`config.mk`:
```
export PLATFORM = sky130hd
export DESIGN_NAME = arb_rr4_sel
export DESIGN_NICKNAME = d
export VERILOG_FILES = /design/src/rtl/arb_rr4_sel.sv
export SDC_FILE = /design/constraint.sdc
export NUM_CORES = 1
export LEC_CHECK = 0
export ABC_AREA = 0
export BUFFER_PORTS_ARGS = -buffer_cell sky130_fd_sc_hd__buf_2
export CAP_MARGIN = 5
export CORE_MARGIN = 4
export CORE_UTILIZATION = 56
export DETAILED_ROUTE_END_ITERATION = 16
export PLACE_DENSITY = 0.92
export SKIP_LAST_GASP = 1
export SLEW_MARGIN = 20
export SYNTH_ARGS = -nofsm -noshare
export SYNTH_HDL_FRONTEND = slang
export SYNTH_SLANG_ARGS = --single-unit
```
`constraint.sdc`:
```
create_clock -name clk -period 2.44 [get_ports clk]
set_input_delay 0.244 -clock clk [delete_from_list [all_inputs] [get_ports clk]]
set_output_delay 0.244 -clock clk [all_outputs]
set_load 0.01 [all_outputs]
```
`src/rtl/arb_rr4_sel.sv`:
```
// arb_rr4_sel: 4-channel round-robin arbiter producing a registered select
// for a downstream 4:1 mux. A grant holds for up to MAX_BEATS accepted
// transfers or until the granted channel drops its request. On release the
// next winner is chosen at the same edge, so back-to-back grants have no idle cycle.
module arb_rr4_sel #(
    parameter int unsigned MAX_BEATS = 4
) (
    input  logic       clk,
    input  logic       rst_n,
    input  logic [3:0] req,
    input  logic       ack,
    output logic [1:0] sel,
    output logic [3:0] gnt,
    output logic       valid,
    output logic       last
);

    typedef enum logic {
        IDLE  = 1'b0,
        GRANT = 1'b1
    } state_t;

    localparam logic [3:0] LAST_BEAT = 4'(MAX_BEATS - 1);

    state_t     state_q, state_d;
    logic [1:0] sel_q, sel_d;
    logic [3:0] gnt_q, gnt_d;
    logic [3:0] beat_q, beat_d;
    logic [1:0] ptr_q, ptr_d;

    logic [1:0] arb_base;
    logic       arb_found;
    logic [1:0] arb_win;
    logic       release_w;

    // First requesting channel in the order base, base+1, base+2, base+3 (mod 4)
    function automatic logic [2:0] rr_pick(input logic [1:0] base, input logic [3:0] r);
        logic [2:0] res;
        logic [1:0] idx;
        res = '0;
        for (int unsigned i = 0; i < 4; i++) begin
            idx = base + 2'(i);
            if (!res[2] && r[idx]) begin
                res = {1'b1, idx};
            end
        end
        return res;
    endfunction

    // State register: all flops, asynchronously cleared
    always_ff @(posedge clk or negedge rst_n) begin
        if (!rst_n) begin
            state_q <= IDLE;
            sel_q   <= '0;
            gnt_q   <= '0;
            beat_q  <= '0;
            ptr_q   <= '0;
        end else begin
            state_q <= state_d;
            sel_q   <= sel_d;
            gnt_q   <= gnt_d;
            beat_q  <= beat_d;
            ptr_q   <= ptr_d;
        end
    end

    // Arbitration: on release the search starts at g+1, which is also the new ptr
    always_comb begin
        release_w = (state_q == GRANT) &&
                    ((ack && (beat_q == LAST_BEAT)) || !req[sel_q]);
        arb_base  = (state_q == GRANT) ? (sel_q + 2'd1) : ptr_q;
        {arb_found, arb_win} = rr_pick(arb_base, req);
    end

    // Next-state logic
    always_comb begin
        state_d = state_q;
        unique case (state_q)
            IDLE:    if (arb_found) state_d = GRANT;
            GRANT:   if (release_w && !arb_found) state_d = IDLE;
            default: state_d = IDLE;
        endcase
    end

    // Grant, select, beat counter and pointer updates
    always_comb begin
        sel_d  = sel_q;
        gnt_d  = gnt_q;
        beat_d = beat_q;
        ptr_d  = ptr_q;
        if (release_w) begin
            ptr_d = sel_q + 2'd1;
        end
        if ((state_q == IDLE && arb_found) || release_w) begin
            beat_d = '0;
            if (arb_found) begin
                sel_d = arb_win;
                gnt_d = 4'b0001 << arb_win;
            end else begin
                gnt_d = '0;
            end
        end else if (state_q == GRANT && ack) begin
            beat_d = beat_q + 4'd1;
        end
    end

    // Outputs
    always_comb begin
        sel   = sel_q;
        gnt   = gnt_q;
        valid = (state_q == GRANT);
        last  = (state_q == GRANT) && (beat_q == LAST_BEAT);
    end

endmodule
```
==> summary.md <==
| Metric | Value |
|---|---|
| Drc violations | 0 |
| Worst Path Required | roughly 2.2 ns |
| Tot Pwr | approximately 0.96 mW |
| DR vias | 653 |
| Setup_tns | 0 ns |
| DR iter-0 viols | 21 |
| Number of buffers added on ports | 14 |
| Status | finished, final reports clean |
| CTS Root Cell | clkbuf_4 |
| Final min period | 1.811 ns |
| Cell count after placement | 107 |
| Clock sink count | 13 |
| Worst reg2reg setup slack | approximately 0.64 ns |
| Total Wirelength | 1.585 mm |
| Post-DP HPWL | 1.170 mm |
| Die height | 45.64 um |
| Dpl ws | 0.6415 ns |
| HP Start | ack |
| Most common cell after layout, fill and taps aside | buf_2 |
| Largest net degree at the start of global routing | 17 |
| Worst hold path endpoint | beat_q[1] |
| Hold_ws | 0.2991 ns |
| GR Util All Layers | 17.65% |
| Hold Crit Class | primary input to flop |
| RSZ-0062 raised after global routing | no |
| CTS clock-pin slew for the worst setup and hold paths | ~0.080 ns |
| CTS tree | yes |
| Antenna cells | 0 |
| Die span in x | 45.64 um |
| Io pins | 15 |
| Critical Path AT | 1.57 ns |
| Worst-case reg-to-reg path depth | 4 |
| Setup-failing EPs final | 0 |
| Setup crit end kind | output port |
| Max Root-Sink Buffers | 2 |
| Std-Cell Rows | 13 |
| Crit path max fanout | 16 |
| Share of cells above drive strength 1 | between 20 and 30% |
| Total CTS buffers | 3 |
| H-tree levels | 1 |
| Pwr per Cell Area | around 1100 nW/um^2 |
| Static leakage | 0.4175 nW |
| Pins Over Slew Limit | 0 |
| Slew headroom | 69.14% |
| Drt pass-1 iters | 4 |
| Post-route ant nets | 0 |
| Core Area | 1318 sq um |
| Crit Path Category | flop to output port |
| CP Launch Type | flop |
| Vias in the first global route | 613 |
| Routed wire per std cell | 14.15 um |
| Post-synthesis sequential area ratio | approximately two fifths |
| Placer Congestion | approximately 0.9 |
| Final net count | 106 |
| Final hold vios | 0 |
| Avg Cell Area, Syn | 9.793 sq um |
| Post-Syn Instances | 81 |
| Fmax | approximately 0.55 GHz |
| Max Cap Viol | 0 |
| Die area | 2083 sq um |
| Initial core utilization | 60.21% |
| Global route overflow | 0 |
| Non-filler instance count after layout | 112 |
| Count of cell types in the netlist | 36 |
| R2R Path End | sel[0] |
| Area grow syn2layout | 12.78% |
| Initial antenna violation count | 0 |
| Clk_skew | 0.003124 ns |
| Most frequent cells in the layout | buf_2, dfrtp_1, nand2_1 |
| Post-Syn Area | 793.3 sq um |
| R2R Path Start | sel[1] |
| Routed vias/inst | between 5 and 6 |
| Clock Latency Late Sink | 0.27 ns |
| Synth Warn # | 0 |
| VDD IR max | 0.6058 mV |
| FF+latch count, synth | 13 |
| CTS resizes | 0 |
| Actual slew at the worst max-slew pin | 0.4629 ns |
| Final Cycle Share | 74.23% |
| Syn Nets | 89 |
| Hold Path Stages | 3 |
| Global-route wire length before repair | 2.642 mm |
| Worst setup margin | 0.6287 ns |
==> layout make-up <==
class	count	area, sq um
clock buffers	4	26.28
fillers	102	422.9
inverters	3	11.26
multi-input cells	62	432.9
flip-flops and latches	13	325.3
well taps	15	18.77
repair buffers	15	80.08
==> worst max-delay path by stage <==
stage,startpoint,end,slack [ns],cells past startpoint
2_1_floorplan,sel[1],sel[0],0.74,5
3_3_place_gp,sel[1],sel[0],0.65,4
3_5_place_dp,sel[1],sel[0],0.64,4
4_1_cts,sel[1],sel[0],0.63,4
5_1_grt,valid,last,0.48,3
6_report,valid,last,0.63,3
==> worst max-delay path, cell delays in order, from the launching register on <==
cell and delay [ns]:
dfrtp_1 0.63, inv_1 0.17, nor4b_1 0.31, buf_2 0.18
==> Yosys cell counts <==
master	instances	area [sq um]
a22o_1	1	8.760
a21oi_1	6	30.03
mux2_4	1	15.01
xor2_1	2	17.52
mux4_2	1	22.52
o311a_2	1	11.26
a32oi_1	1	8.760
buf_2	1	5.000
ha_1	1	12.51
xnor2_1	2	17.52
o21a_1	2	15.01
dfrtp_1	13	325.3
nand3_2	1	10.01
nand3_1	3	15.01
o31ai_1	1	7.510
nor4b_1	1	8.760
or2_2	1	6.260
buf_6	1	11.26
nand2b_1	2	12.51
o211a_1	1	10.01
nor2_1	10	37.54
buf_4	1	7.510
a32o_1	1	10.01
o21bai_1	1	7.510
o211ai_1	1	7.510
nand4bb_4	1	27.53
nand3b_1	1	7.510
a211oi_1	1	7.510
maj3_1	1	10.01
a31oi_1	1	6.260
nand2_1	11	41.29
inv_1	3	11.26
and2_4	1	8.760
o21ai_2	2	17.52
a41oi_1	1	8.760
nor2b_1	1	6.260
==> metrics by stage <==
stage | util (%) | cell area [sq um]
5_1_grt | 67.90 | 894.6
4_1_cts | 67.90 | 894.6
3_5_place_dp | 65.15 | 858.3
2_1_floorplan | - | 793.3
3_3_place_gp | 65.15 | 858.3
6_report | 67.90 | 894.6
==> sequential cells by signal (all words and copies together), names as in the netlist <==
signal / flops
beat_q: 4
gnt: 4
ptr_q: 2
sel: 2
valid: 1
==> what timing repair did <==
action,4_1_cts,5_1_grt
hold buffers,1,0
hold endpoints to repair,13,0
buffers inserted,0,0
==> per-layer routing <==
layer / global-route usage [%] / vias to the layer above / routed length [um]
met2: 27.02 / 19 / 739
met5: 0 / - / 0
met4: 8.772 / 0 / 25
met3: 2.767 / 4 / 71
met1: 24.00 / 308 / 749
li1: - / 322 / -
==> report_power, final <==
group / internal [mW] / leakage, nW / total (mW) / switching [mW]
Sequential: 0.290 / 0.162 / 0.384 / 0.0942
Combinational: 0.219 / 0.240 / 0.443 / 0.224
Clock: 0.0634 / 0.0150 / 0.131 / 0.0680
==> cell families (layout without fill, tap and decap cells) <==
group / after synthesis / count (layout) / synth area share (%)
AOI/OAI and AO/OA: 21 / 21 / 19.72
xor gates and xnor gates: 4 / 4 / 4.417
adders and majority gates: 2 / 2 / 2.839
buffers and inverters: 6 / 22 / 4.416
DFF: 13 / 13 / 41.01
muxes: 2 / 2 / 4.731
and+or+nand+nor: 33 / 33 / 22.87
Power figures use the tool's default switching activity.
